<file path="src/rtl/serv_rf_ram_arb.sv">
// serv_rf_ram_arb: arbitrates the SERV register-file RAM between the core (strict priority) and a
// debug port moving whole 32-bit registers in 32/WIDTH beats. Define SERV_RF_ARB_WDOG_EN for a stall watchdog.
module serv_rf_ram_arb #(
  parameter int WIDTH    = 2,
  parameter int CSR_REGS = 4,
  parameter int L2D      = $clog2((32 + CSR_REGS) * 32 / WIDTH)
) (
  input  logic             i_clk,
  input  logic             i_rst_n,
  input  logic [L2D-1:0]   i_core_waddr,
  input  logic [WIDTH-1:0] i_core_wdata,
  input  logic             i_core_wen,
  input  logic [L2D-1:0]   i_core_raddr,
  input  logic             i_core_ren,
  output logic [WIDTH-1:0] o_core_rdata,
  output logic [L2D-1:0]   o_ram_waddr,
  output logic [WIDTH-1:0] o_ram_wdata,
  output logic             o_ram_wen,
  output logic [L2D-1:0]   o_ram_raddr,
  output logic             o_ram_ren,
  input  logic [WIDTH-1:0] i_ram_rdata,
  input  logic             i_dbg_req,
  input  logic             i_dbg_we,
  input  logic [5:0]       i_dbg_reg,
  input  logic [31:0]      i_dbg_wdat,
  output logic             o_dbg_ack,
  output logic [31:0]      o_dbg_rdat,
  output logic             o_dbg_err
);

  localparam int N     = 32 / WIDTH;
  localparam int CW    = $clog2(N + 1);
  localparam int NREGS = 32 + CSR_REGS;

  typedef enum logic [1:0] {IDLE, WR, RD, ACK} state_e;

  state_e         state_q, state_d;
  logic [5:0]     dreg_q, dreg_d;
  logic [31:0]    shreg_q, shreg_d;
  logic [31:0]    rdat_q, rdat_d;
  logic [CW-1:0]  wbeat_q, wbeat_d, rbeat_q, rbeat_d, cbeat_q, cbeat_d;
  logic           rpend_q, rpend_d;
  logic           err_q, err_d;
  logic           dbg_wen, dbg_ren, timeout;
  logic [L2D-1:0] dbg_waddr, dbg_raddr;

  // Beat b of register r lives at r*N + b, so a word is stored LSB-first.
  assign dbg_waddr = L2D'(int'(dreg_q) * N + int'(wbeat_q));
  assign dbg_raddr = L2D'(int'(dreg_q) * N + int'(rbeat_q));

  always_comb begin
    // NOTE: every output of this block gets a default first, so no path can infer a latch.
    state_d = state_q;
    dreg_d  = dreg_q;
    shreg_d = shreg_q;
    rdat_d  = rdat_q;
    wbeat_d = wbeat_q;
    rbeat_d = rbeat_q;
    cbeat_d = cbeat_q;
    rpend_d = rpend_q;
    err_d   = err_q;
    dbg_wen = 1'b0;
    dbg_ren = 1'b0;
    unique case (state_q)
      IDLE: begin
        if (i_dbg_req) begin
          dreg_d  = i_dbg_reg;
          shreg_d = i_dbg_wdat;
          wbeat_d = '0;
          rbeat_d = '0;
          cbeat_d = '0;
          rpend_d = 1'b0;
          if (int'(i_dbg_reg) >= NREGS) begin
            err_d   = 1'b1;
            state_d = ACK;
          end else begin
            err_d   = 1'b0;
            state_d = i_dbg_we ? WR : RD;
          end
        end
      end
      WR: begin
        if (timeout) begin
          err_d   = 1'b1;
          state_d = ACK;
        end else if (!i_core_wen) begin
          dbg_wen = 1'b1;
          shreg_d = shreg_q >> WIDTH;
          wbeat_d = wbeat_q + CW'(1);
          if (wbeat_q == CW'(N - 1)) state_d = ACK;
        end
      end
      RD: begin
        rpend_d = 1'b0;
        if (timeout) begin
          err_d   = 1'b1;
          state_d = ACK;
        end else begin
          if (!i_core_ren && rbeat_q < CW'(N)) begin
            dbg_ren = 1'b1;
            rbeat_d = rbeat_q + CW'(1);
            rpend_d = 1'b1;
          end
          // Read data arrives one cycle after a granted read, whatever the core does meanwhile.
          if (rpend_q) begin
            rdat_d[int'(cbeat_q) * WIDTH +: WIDTH] = i_ram_rdata;
            cbeat_d = cbeat_q + CW'(1);
            if (cbeat_q == CW'(N - 1)) state_d = ACK;
          end
        end
      end
      ACK:     state_d = IDLE;
      default: state_d = IDLE;
    endcase
  end

`ifdef SERV_RF_ARB_WDOG_EN
  logic [7:0] stall_q, stall_d;
  logic       beat_deny;

  assign beat_deny = (state_q == WR && i_core_wen) ||
                     (state_q == RD && i_core_ren && rbeat_q < CW'(N));
  assign timeout   = (state_q == WR || state_q == RD) && stall_q == 8'hFF;

  always_comb begin
    stall_d = stall_q;
    if (state_q == IDLE || dbg_wen || dbg_ren) stall_d = '0;
    else if (beat_deny)                         stall_d = stall_q + 8'd1;
  end

  always_ff @(posedge i_clk or negedge i_rst_n) begin
    if (!i_rst_n) stall_q <= '0;
    else          stall_q <= stall_d;
  end
`else
  assign timeout = 1'b0;
`endif

  always_ff @(posedge i_clk or negedge i_rst_n) begin
    // NOTE: state registers use non-blocking assignments so every flop samples pre-edge values.
    if (!i_rst_n) begin
      state_q <= IDLE;
      dreg_q  <= '0;
      shreg_q <= '0;
      rdat_q  <= '0;
      wbeat_q <= '0;
      rbeat_q <= '0;
      cbeat_q <= '0;
      rpend_q <= 1'b0;
      err_q   <= 1'b0;
    end else begin
      state_q <= state_d;
      dreg_q  <= dreg_d;
      shreg_q <= shreg_d;
      rdat_q  <= rdat_d;
      wbeat_q <= wbeat_d;
      rbeat_q <= rbeat_d;
      cbeat_q <= cbeat_d;
      rpend_q <= rpend_d;
      err_q   <= err_d;
    end
  end

  // Core always wins its port; its signals pass straight through with no added latency.
  assign o_ram_wen    = i_core_wen | dbg_wen;
  assign o_ram_waddr  = i_core_wen ? i_core_waddr : dbg_waddr;
  assign o_ram_wdata  = i_core_wen ? i_core_wdata : shreg_q[WIDTH-1:0];
  assign o_ram_ren    = i_core_ren | dbg_ren;
  assign o_ram_raddr  = i_core_ren ? i_core_raddr : dbg_raddr;
  assign o_core_rdata = i_ram_rdata;

  assign o_dbg_ack  = (state_q == ACK);
  assign o_dbg_err  = err_q;
  assign o_dbg_rdat = rdat_q;

endmodule
</file>
<file path="config.mk">
export PLATFORM = sky130hd
export DESIGN_NAME = serv_rf_ram_arb
export DESIGN_NICKNAME = d
export VERILOG_FILES = /design/src/rtl/serv_rf_ram_arb.sv
export SDC_FILE = /design/constraint.sdc
export NUM_CORES = 1
export LEC_CHECK = 0
export BUFFER_PORTS_ARGS = -buffer_cell sky130_fd_sc_hd__clkbuf_2
export CAP_MARGIN = 30
export CORE_UTILIZATION = 45
export CTS_CLUSTER_DIAMETER = 60
export DETAILED_ROUTE_END_ITERATION = 8
export GPL_ROUTABILITY_DRIVEN = 0
export PLACE_DENSITY = 0.7
export SYNTH_ARGS = -nofsm -noshare
export SYNTH_HDL_FRONTEND = slang
export SYNTH_SLANG_ARGS = --single-unit
</file>
<file path="constraint.sdc">
create_clock -name i_clk -period 3.2 [get_ports i_clk]
set_clock_uncertainty 0.15 [all_clocks]
set_input_delay 0.96 -clock i_clk [delete_from_list [all_inputs] [get_ports i_clk]]
set_output_delay 0.96 -clock i_clk [all_outputs]
set_load 0.1 [all_outputs]
</file>
### Yosys cells after proc, flatten, opt, wreduce, memory -nomap -nowiden

Index checks and enable logic that the tools add are counted.

* $add $sub $neg: 6
* magnitude comparators: 2
* eq/ne operators: 11
* shift-type cells: 2
* mux-type cells: 29
* bitwise gates (word level): 2
* reduce and logical (&&, ||, !) cells: 12

Operator list (number)
* $mux W32: 2
* $pmux W32 S2: 1
* $neg A6 Y33: 1
* $shift A2 B33 Y32 const A: 1
* $shiftx A2 B33 Y32: 1
* $bwmux W32: 1
* $pmux W5 S2: 3
* $add A10 B5 Y10: 2
* $mux W10: 2
* $mux W5: 4
* $mux W2: 8
* $add A5 B1 Y5 const B: 3
* $ne A2 B2 Y1 const B: 6
* $eq A5 B4 Y1 const B: 2
* $reduce_and A3 Y1: 3
* $pmux W2 S4: 1
* $ge A6 B6 Y1 const B: 1
* $mux W1: 6
* $reduce_and A2 Y1: 3
* $lt A5 B5 Y1 const B: 1
* $reduce_and A5 Y1: 1
* $eq A2 B2 Y1 const B: 2
* $reduce_bool A2 Y1: 2
* $eq A2 B1 Y1 const B: 1
* other kinds (5): 6

* flip-flop bits (word level): 89

### Logic depth before layout (Yosys ltp)

Gate-level depths: netlist (run 1).

* depth in word-level cells: 5
* mapped depth: 11

### Worst setup path after synthesis (run 1)

No wires, ideal clock.

* path kind: input to output
* start: input port i_core_wen
* end: output port o_ram_waddr[6]
* data arrival time: 3504 ps
* data required time: 2090 ps
* setup slack: -1414 ps
* stages on the path: 3
* path buffers: 2
* cells stage by stage: buf_1 > clkbuf_1 > o21ai_0

* word-level cells in the longest chain between the ends: 1

RTL lines
* from (decl): RTL line 12 `input logic i_core_wen,`
* $mux W10: RTL line 166 `assign o_ram_waddr = i_core_wen ? i_core_waddr : dbg_waddr;`
* to (decl): RTL line 16 `output logic [L2D-1:0] o_ram_waddr,`

Every way passes these cells.

### Worst setup path after layout (run 1)

* start: input port i_core_wen
* end: output port o_ram_wdata[0]

* word-level cells in the longest chain between the ends: 1

RTL lines
* $mux W2: RTL line 167 `assign o_ram_wdata = i_core_wen ? i_core_wdata : shreg_q[WIDTH-1:0];`
* to (decl): RTL line 17 `output logic [WIDTH-1:0] o_ram_wdata,`

Every way passes these cells.

==> summary by stage, run 1 <==
Outcome
The run finished with clean final reports.

Synth
After synthesis, the netlist uses 52 different library cells. The area of the mapped netlist is 0.00479 mm2. The synthesized netlist devotes 10.6% of its cell area to compound gates. Yosys attributes the largest share of cell area to dfrtp_1, mux2_2, mux2i_1.

The largest total area in the synthesized netlist belongs to dfrtp_1. When the netlist entered floorplanning its net count stood at 533. The top-area cell type share of the netlist area is 46.5%. The number of enable-type register cells in the synthesized netlist is 0. The xor and xnor area share after synthesis is 2.01%. The flop and latch count out of synthesis is 89.

By area, the combinational part of the netlist is dominated by multiplexers. In the synthesized netlist the async set-or-reset flop fraction comes to 100%. Measured against the total synthesized area, the mux share comes to 18.5%. Averaged over all synthesized cells, the footprint is 10.7 um2.

After synthesis, flip-flops and latches occupy 46.5% of the total area. The warning count from the yosys run is 0. The area share of fa/ha/maj cells after synthesis is 4.18%. Of the total synthesized cell area, the portion taken by AND, OR, NAND and NOR gates is 14.7%. Synthesis handed over a netlist of 449 instances. The most used flip-flop cell after synthesis is dfrtp_1.

Timing
Measured against its own limit, the worst slew margin works out to 57.1%. The smallest clock period supported by the final layout is computed as 3.05 ns. For the pin with the worst max-slew slack, the measured transition is 0.637 ns. The final hold slack is 0.332 ns.

The max-slew violation count came to 0. The number of hold-slack violations in the final timing report is 0. The peak clock frequency supported by timing is 328 MHz. After layout, the worst setup slack is 0.147 ns. The final critical path takes up 95.4% of the cycle. Setup repair after global routing left no endpoint under its margin.

Setup violations remaining at the end of the flow were counted as 0.

Worst setup path
The largest single stage delay on the critical path is 0.42 ns. At the worst endpoint, the arrival time is 1.94 ns. The required time of the worst setup path is 2.09 ns. Traced cell by cell, the critical path runs through clkbuf_2 > mux2_2 > buf_12. For the worst flop-to-flop path, the logic depth is 9. The type of the worst setup path is in -> out. The largest fanout on the critical path is 20. The worst setup path is captured at an output port.

The master of the slowest instance on the critical path is mux2_2. The critical path launch point type is an input port.

Clocking
The post-CTS setup-driven buffer insertion count is 0. The clock-pin slew on the worst setup and hold paths is 0.08 ns. The total of cells resized after clock tree synthesis is 0. The maximum root-to-sink buffer count is 2. The number of clock sinks seen by CTS is 89. TritonCTS built the clock tree.

The total CTS buffers is 9. In this run the clock root is driven by a clkbuf_8. The post-cts hold buffer count is 0.

The clock tree synthesis step divided the H-tree into 3 levels. The clock latency of the later-clocked register in the worst-skew pair is 0.35 ns.

Drt
The number of detailed-routing iterations run before antenna repair is 4. The detail-routed net length per standard cell is 14.8 um. Across all layers, the routed design uses 3783 vias. Once detail routing completed, the nets flagged for antenna violations numbered 0. The via count normalized by instance count is 5.34.

The final layout contains routed wiring with a total length of 10500 um. The detailed router's first-iteration violation count is 167. The DRC violations left is 0.

Layout
In the final layout, the share of cells above drive strength 1 is 39.4%. The finished cells cover 0.00618 mm2. From synthesis to final layout, the design area changed by 29.1%. The repair_antennas step left the layout with diodes totalling 0.

In the layout the commonest cells are clkbuf_2, dfrtp_1, nand2_1, mux2_2, o21ai_0. The filler cells instantiated in the layout total 845. At the end of the flow, the number of nets in the layout was 652. The most common library cell in the layout ignoring fill and taps is clkbuf_2.

Floorplanning
The die covers 0.0111 mm2. Once the floorplan was initialized, standard cells occupied 46.4% of the core. The overall die height is 105 um. The die width is 105 um. The core region is 0.0103 mm2. 128 I/O pins were placed. The floorplan has 37 rows.

Place
The detailed placement HPWL is 8010 um. At the placement stage, the worst setup path has a slack of 0.139 ns. The placed standard-cell area is 0.00601 mm2.

During placement, the flow inserted port buffers numbering 127.

Global routing
The number of antenna violations at the first check in global routing is 0. The met1 layer usage reported by global route is 25.7%. The global-route track usage on met2 is 35.1%. The global-route wire length before repair is 18200 um. The total overflow left after global routing is 0. The total global routing track utilization is 20.5%.

The via count of the first global-routing pass is 3846. In the global route stage, met3 resource usage came out at 4.30%. The largest net degree at the start of global routing is 57.

The highest-utilization routing layer at the global route stage is met2.

Pwr
IR analysis of the VDD net gives a maximum drop of 0.458 mV. The areal power density over the cells is 883 mW/mm2. The analysis attributes to cell leakage a power of 2.94 nW.

Hold path
The worst hold path was traced through 2 stages. The path class of the tightest hold or removal check is reg -> reg.

Flow run
Across the run, the number of max-cap violations was 0.
-- critical path, delay by kind of cell --
kind / cells / cell delay, ns
buffers and inverters: 2 / 0.55
muxes: 1 / 0.42
-- cell families after synthesis --
group,after synthesis
DFF,89
buffers and inverters,38
AOI/OAI and AO/OA,82
muxes,82
adders and majority gates,16
xor gates and xnor gates,11
and+or+nand+nor,131
-- final cells by class --
cell class	instances	area, um2	share of cell area (%)
Tap cell	136	170	2.75
Clock inverter	5	40.0	0.648
Sequential cell	89	2230	36.0
Timing Repair Buffer	135	1080	17.5
Multi-Input combinational cell	322	2490	40.3
Clock buffer	11	131	2.13
Inverter	11	41.3	0.668
-- layer usage --
layer | part of all wire [%] | wire length [um]
met1 | 44 | 4600
met2 | 49 | 5190
met3 | 5.2 | 550
met4 | 1.7 | 174
met5 | 0 | 0
-- metrics by stage --
step	power (W)	utilization, %	std cells	TNS (ns)
after floorplan	0.00395	-	449	-0.533
after global routing	0.00583	59.9	709	0
after detailed placement	0.00479	58.2	693	0
after global placement	0.00468	58.2	693	0
final	0.00546	59.9	709	0
after CTS	0.00549	59.9	709	0
-- flip-flops by register name, summed over array words and instances (netlist names) --
name	count
wbeat_q	5
cbeat_q	5
o_dbg_err	1
state_q	2
shreg_q	32
rbeat_q	5
dreg_q	6
rpend_q	1
o_dbg_rdat	32
-- Yosys cell counts (all sizes together), types with 2 or more instances --
cell type  instances
or2                2
o211ai             4
nand4b             2
a211oi             3
and3               2
o22ai              2
nor3               4
ha                16
inv               11
xnor2              4
mux2              51
nand4              2
o31ai              4
dfrtp             89
nand2b             9
clkbuf            13
nor2              13
xor2               7
or3                3
o21ai             53
nand3             24
nor4b              2
a21oi              4
mux2i             31
buf               14
a22o               5
nor3b              6
and2               6
nand2             53
-- worst paths after layout --
kind,startpoint,endpoint,slack [ns]
setup reg to reg,cbeat_q[1],o_dbg_rdat[19],0.32
hold reg to reg,shreg_q[13],shreg_q[13],0.33
max in group asynchronous,i_rst_n,shreg_q[30],1.85
hold / removal,shreg_q[13],shreg_q[13],0.33
min in group asynchronous,i_rst_n,o_dbg_rdat[12],0.39
setup / recovery,i_core_wen,o_ram_wdata[0],0.15
-- where the power goes --
part,internal [W],switching [W],leakage [nW]
Sequential,0.00145,0.000268,1.17
Clock,0.000287,0.000408,0.0762
Combinational,0.00110,0.00194,1.69
Total,0.00284,0.00262,2.94
Note: power is estimated with default switching activity, not from simulation.
==> run 2, diff against run 1 <==
--- a/config.mk
+++ b/config.mk
@@ -7,11 +7,14 @@
 export LEC_CHECK = 0
 export BUFFER_PORTS_ARGS = -buffer_cell sky130_fd_sc_hd__clkbuf_2
 export CAP_MARGIN = 30
-export CORE_UTILIZATION = 45
+export CELL_PAD_IN_SITES_DETAIL_PLACEMENT = 1
+export CELL_PAD_IN_SITES_GLOBAL_PLACEMENT = 2
+export CORE_UTILIZATION = 33
 export CTS_CLUSTER_DIAMETER = 60
 export DETAILED_ROUTE_END_ITERATION = 8
 export GPL_ROUTABILITY_DRIVEN = 0
-export PLACE_DENSITY = 0.7
+export HOLD_SLACK_MARGIN = 0.03
+export PLACE_DENSITY_LB_ADDON = 0.1
 export SYNTH_ARGS = -nofsm -noshare
 export SYNTH_HDL_FRONTEND = slang
 export SYNTH_SLANG_ARGS = --single-unit
==> run 2 against run 1 <==
Net effect:
- sequential power about the same
- fmax up 0.59%
- count of clock-buffer cells in the layout shrank 1
- critical endpoint is now o_ram_waddr[7]
- sequential share of layout area shrank 1.3 points
- critical path type unchanged
==> summary by stage, run 2 (same netlist as run 1, synthesis figures left out) <==
Floorplanning
After floorplanning, the core was divided into 43 placement rows. The placeable core region is 0.0140 mm2. The total I/O pin count is 128. From bottom edge to top edge, the die measures 122 um.

The die area is 0.0150 mm2. From left edge to right edge, the die measures 122 um. Once the floorplan was initialized, standard cells occupied 34.1% of the core.

Worst setup path
In this run the worst path has a maximum fanout of 12. The family with the most delay on the worst path is buffers and inverters. Walking the worst path, the cells encountered are clkbuf_2 > buf_4 > nand2_1 > o21ai_4 > buf_12.

The data arrival time at the worst-slack endpoint is 1.92 ns. The kind of capture point of the worst setup path is an output port. The count of buffering cells on the critical path with inverters included is 3. The type of the worst setup path is in -> out. The most critical setup path has its startpoint at i_core_wen. The startpoint identified for the worst register-to-register timing path is cbeat_q[1]. Data on the critical path is required at its endpoint by 2.09 ns. The largest single stage delay on the critical path is 0.29 ns. The worst setup path is launched from an input port.

The master of the slowest instance on the critical path is buf_4.

Layout
Cells with a size suffix above 1 make up 40.3% of the layout. The final-stage net count is 657. At the end of the flow the core is filled with cells to 45.6%. The growth of design area from synthesis to finish is 33.8%. In the layout the commonest cells are clkbuf_2, dfrtp_1, nand2_1, mux2_2, o21ai_0. The library cell used most frequently in the layout, excluding fill and tap cells, is clkbuf_2.

The repair_antennas step left the layout with diodes totalling 0. The final cell count without fillers is 758.

Clocking
The maximum root-to-sink buffer count is 2. CTS built an H-tree with a depth of 3. The clock-pin slew on the worst setup and hold paths is 0.07 ns. Post-CTS timing repair inserted 0 buffers for setup. The clock latency of the later-clocked register in the worst-skew pair is 0.34 ns. Clock tree synthesis inserted a total of 9 buffers. For this design, the sink count on the clock tree is 89.

Clock tree synthesis selected as its root buffer the cell clkbuf_16. For this design, the CTS-stage hold fixing added 0 buffers. TritonCTS built the clock tree. The total of cells resized after clock tree synthesis is 0.

Timing
On the final layout, the worst hold slack is 0.330 ns. The slew of the pin with the lowest slew margin is 0.658 ns. Setup repair after global routing left no endpoint under its margin.

The portion of the clock cycle consumed by the worst path in the final layout is 94.8%. The relative slew slack is 55.6%. The peak clock frequency supported by timing is 329 MHz. The post-route minimum period is 3.03 ns. The setup slack after layout is 0.165 ns. The max-slew violation count was 0. The number of hold-slack violations in the final timing report is 0. Setup violations remaining at the end of the flow were counted as 0.

Drt
The first routing iteration left 128 violations. After detailed routing, the number of remaining DRC violations is 0. The first TritonRoute pass finished after 4 iterations. The wire length after detailed routing is 12100 um. After detailed routing, the number of vias per cell comes to 5.03. The via count is 3815. The count of nets left with antenna violations once routing finished came out at 0. Dividing the detail-routed wire length by the instance count gives 16.0 um.

Flow run
Max-cap violations in this run came to 0.

Global routing
The via count of the first global-routing pass was 3985. Across every metal layer, demand over resource in global routing totals 17.7%. For this run the aggregate overflow at the end of global routing stands at 0.

The first global-routing pass estimated 20400 um of wire. The number of antenna violations at the first check in global routing came to 0. Entering global routing, the biggest net connects 64 pins.

Hold path
The path type of the worst min-delay path is reg -> reg. The start point of the worst min-delay path is shreg_q[6].

Place
Once placement completed, the tool counted placed cells totaling 742. The count of buffers from port buffering is 127. The detailed placement HPWL is 9270 um.

Timing analysis after detailed placement gives a worst setup slack of 0.143 ns.

Pwr
Across the VDD grid, the largest voltage drop is 0.383 mV. The leakage power summed over all cells is 3.03 nW. The areal power density over the cells is 918 mW/mm2.

Outcome
The run finished with clean final reports.
-- run 2: cell count changes in the layout (fill, tap and decap cells not counted) --
cell       previous run  this run
clkinv_2              0         1
buf_4                 7        12
bufinv_16             0         1
clkbuf_1              2         0
clkinv_4              1         0
clkbuf_16             0         9
clkbuf_8              9         1
-- run 2: stage by stage --
stage          cell area (um2)  power (W)  setup TNS [ns]
3_3_place_gp              6100    0.00479               0
3_5_place_dp              6100    0.00488               0
2_1_floorplan             4870    0.00395          -0.533
5_1_grt                   6410    0.00631               0
4_1_cts                   6410    0.00599               0
6_report                  6410    0.00588               0
-- run 2: report_power, final --
part           total, W  leakage [nW]  internal (W)  switching, W
registers       0.00173          1.17       0.00145      0.000272
logic           0.00308          1.72       0.00111       0.00197
clock network   0.00108         0.141      0.000628      0.000452
total           0.00588          3.03       0.00319       0.00269
-- run 2: final cells by class --
cell class,count,area [um2]
Multi-Input combinational cell,322,2490
Inverter,11,41.3
Clock buffer,10,239
Clock inverter,6,66.3
Sequential cell,89,2230
Timing Repair Buffer,140,1120
Tap cell,180,225
Fill cell,1568,7630
-- run 2: path summary, 6_finish.rpt --
check                                  to  slack (ns)  depth (start not counted)
setup reg to reg           o_dbg_rdat[25]        0.35                          9
min in group asynchronous      rbeat_q[1]        0.36                          1
hold / removal                 shreg_q[6]        0.33                          2
max in group asynchronous   o_dbg_rdat[0]        1.87                          2
hold reg to reg                shreg_q[6]        0.33                          2
setup / recovery           o_ram_waddr[7]        0.17                          5
-- run 2: per-layer routing --
metal  wire, um  up-vias  global-route usage, %
met4        132        0                   4.42
met2       6080       78                   29.9
met5          0        -                      0
met1       5320     1895                   21.9
li1           -     1831                      -
met3        610       11                   5.62
-- run 2: worst reg2reg max path, cell delays in order, from the launching register on --
cell      delay, ns
dfrtp_1        0.49
inv_1          0.10
ha_1           0.32
nand2b_4       0.17
nor2_1         0.05
ha_1           0.37
nand4b_4       0.12
a211oi_2       0.32
nor3b_2        0.29
mux2_2         0.37
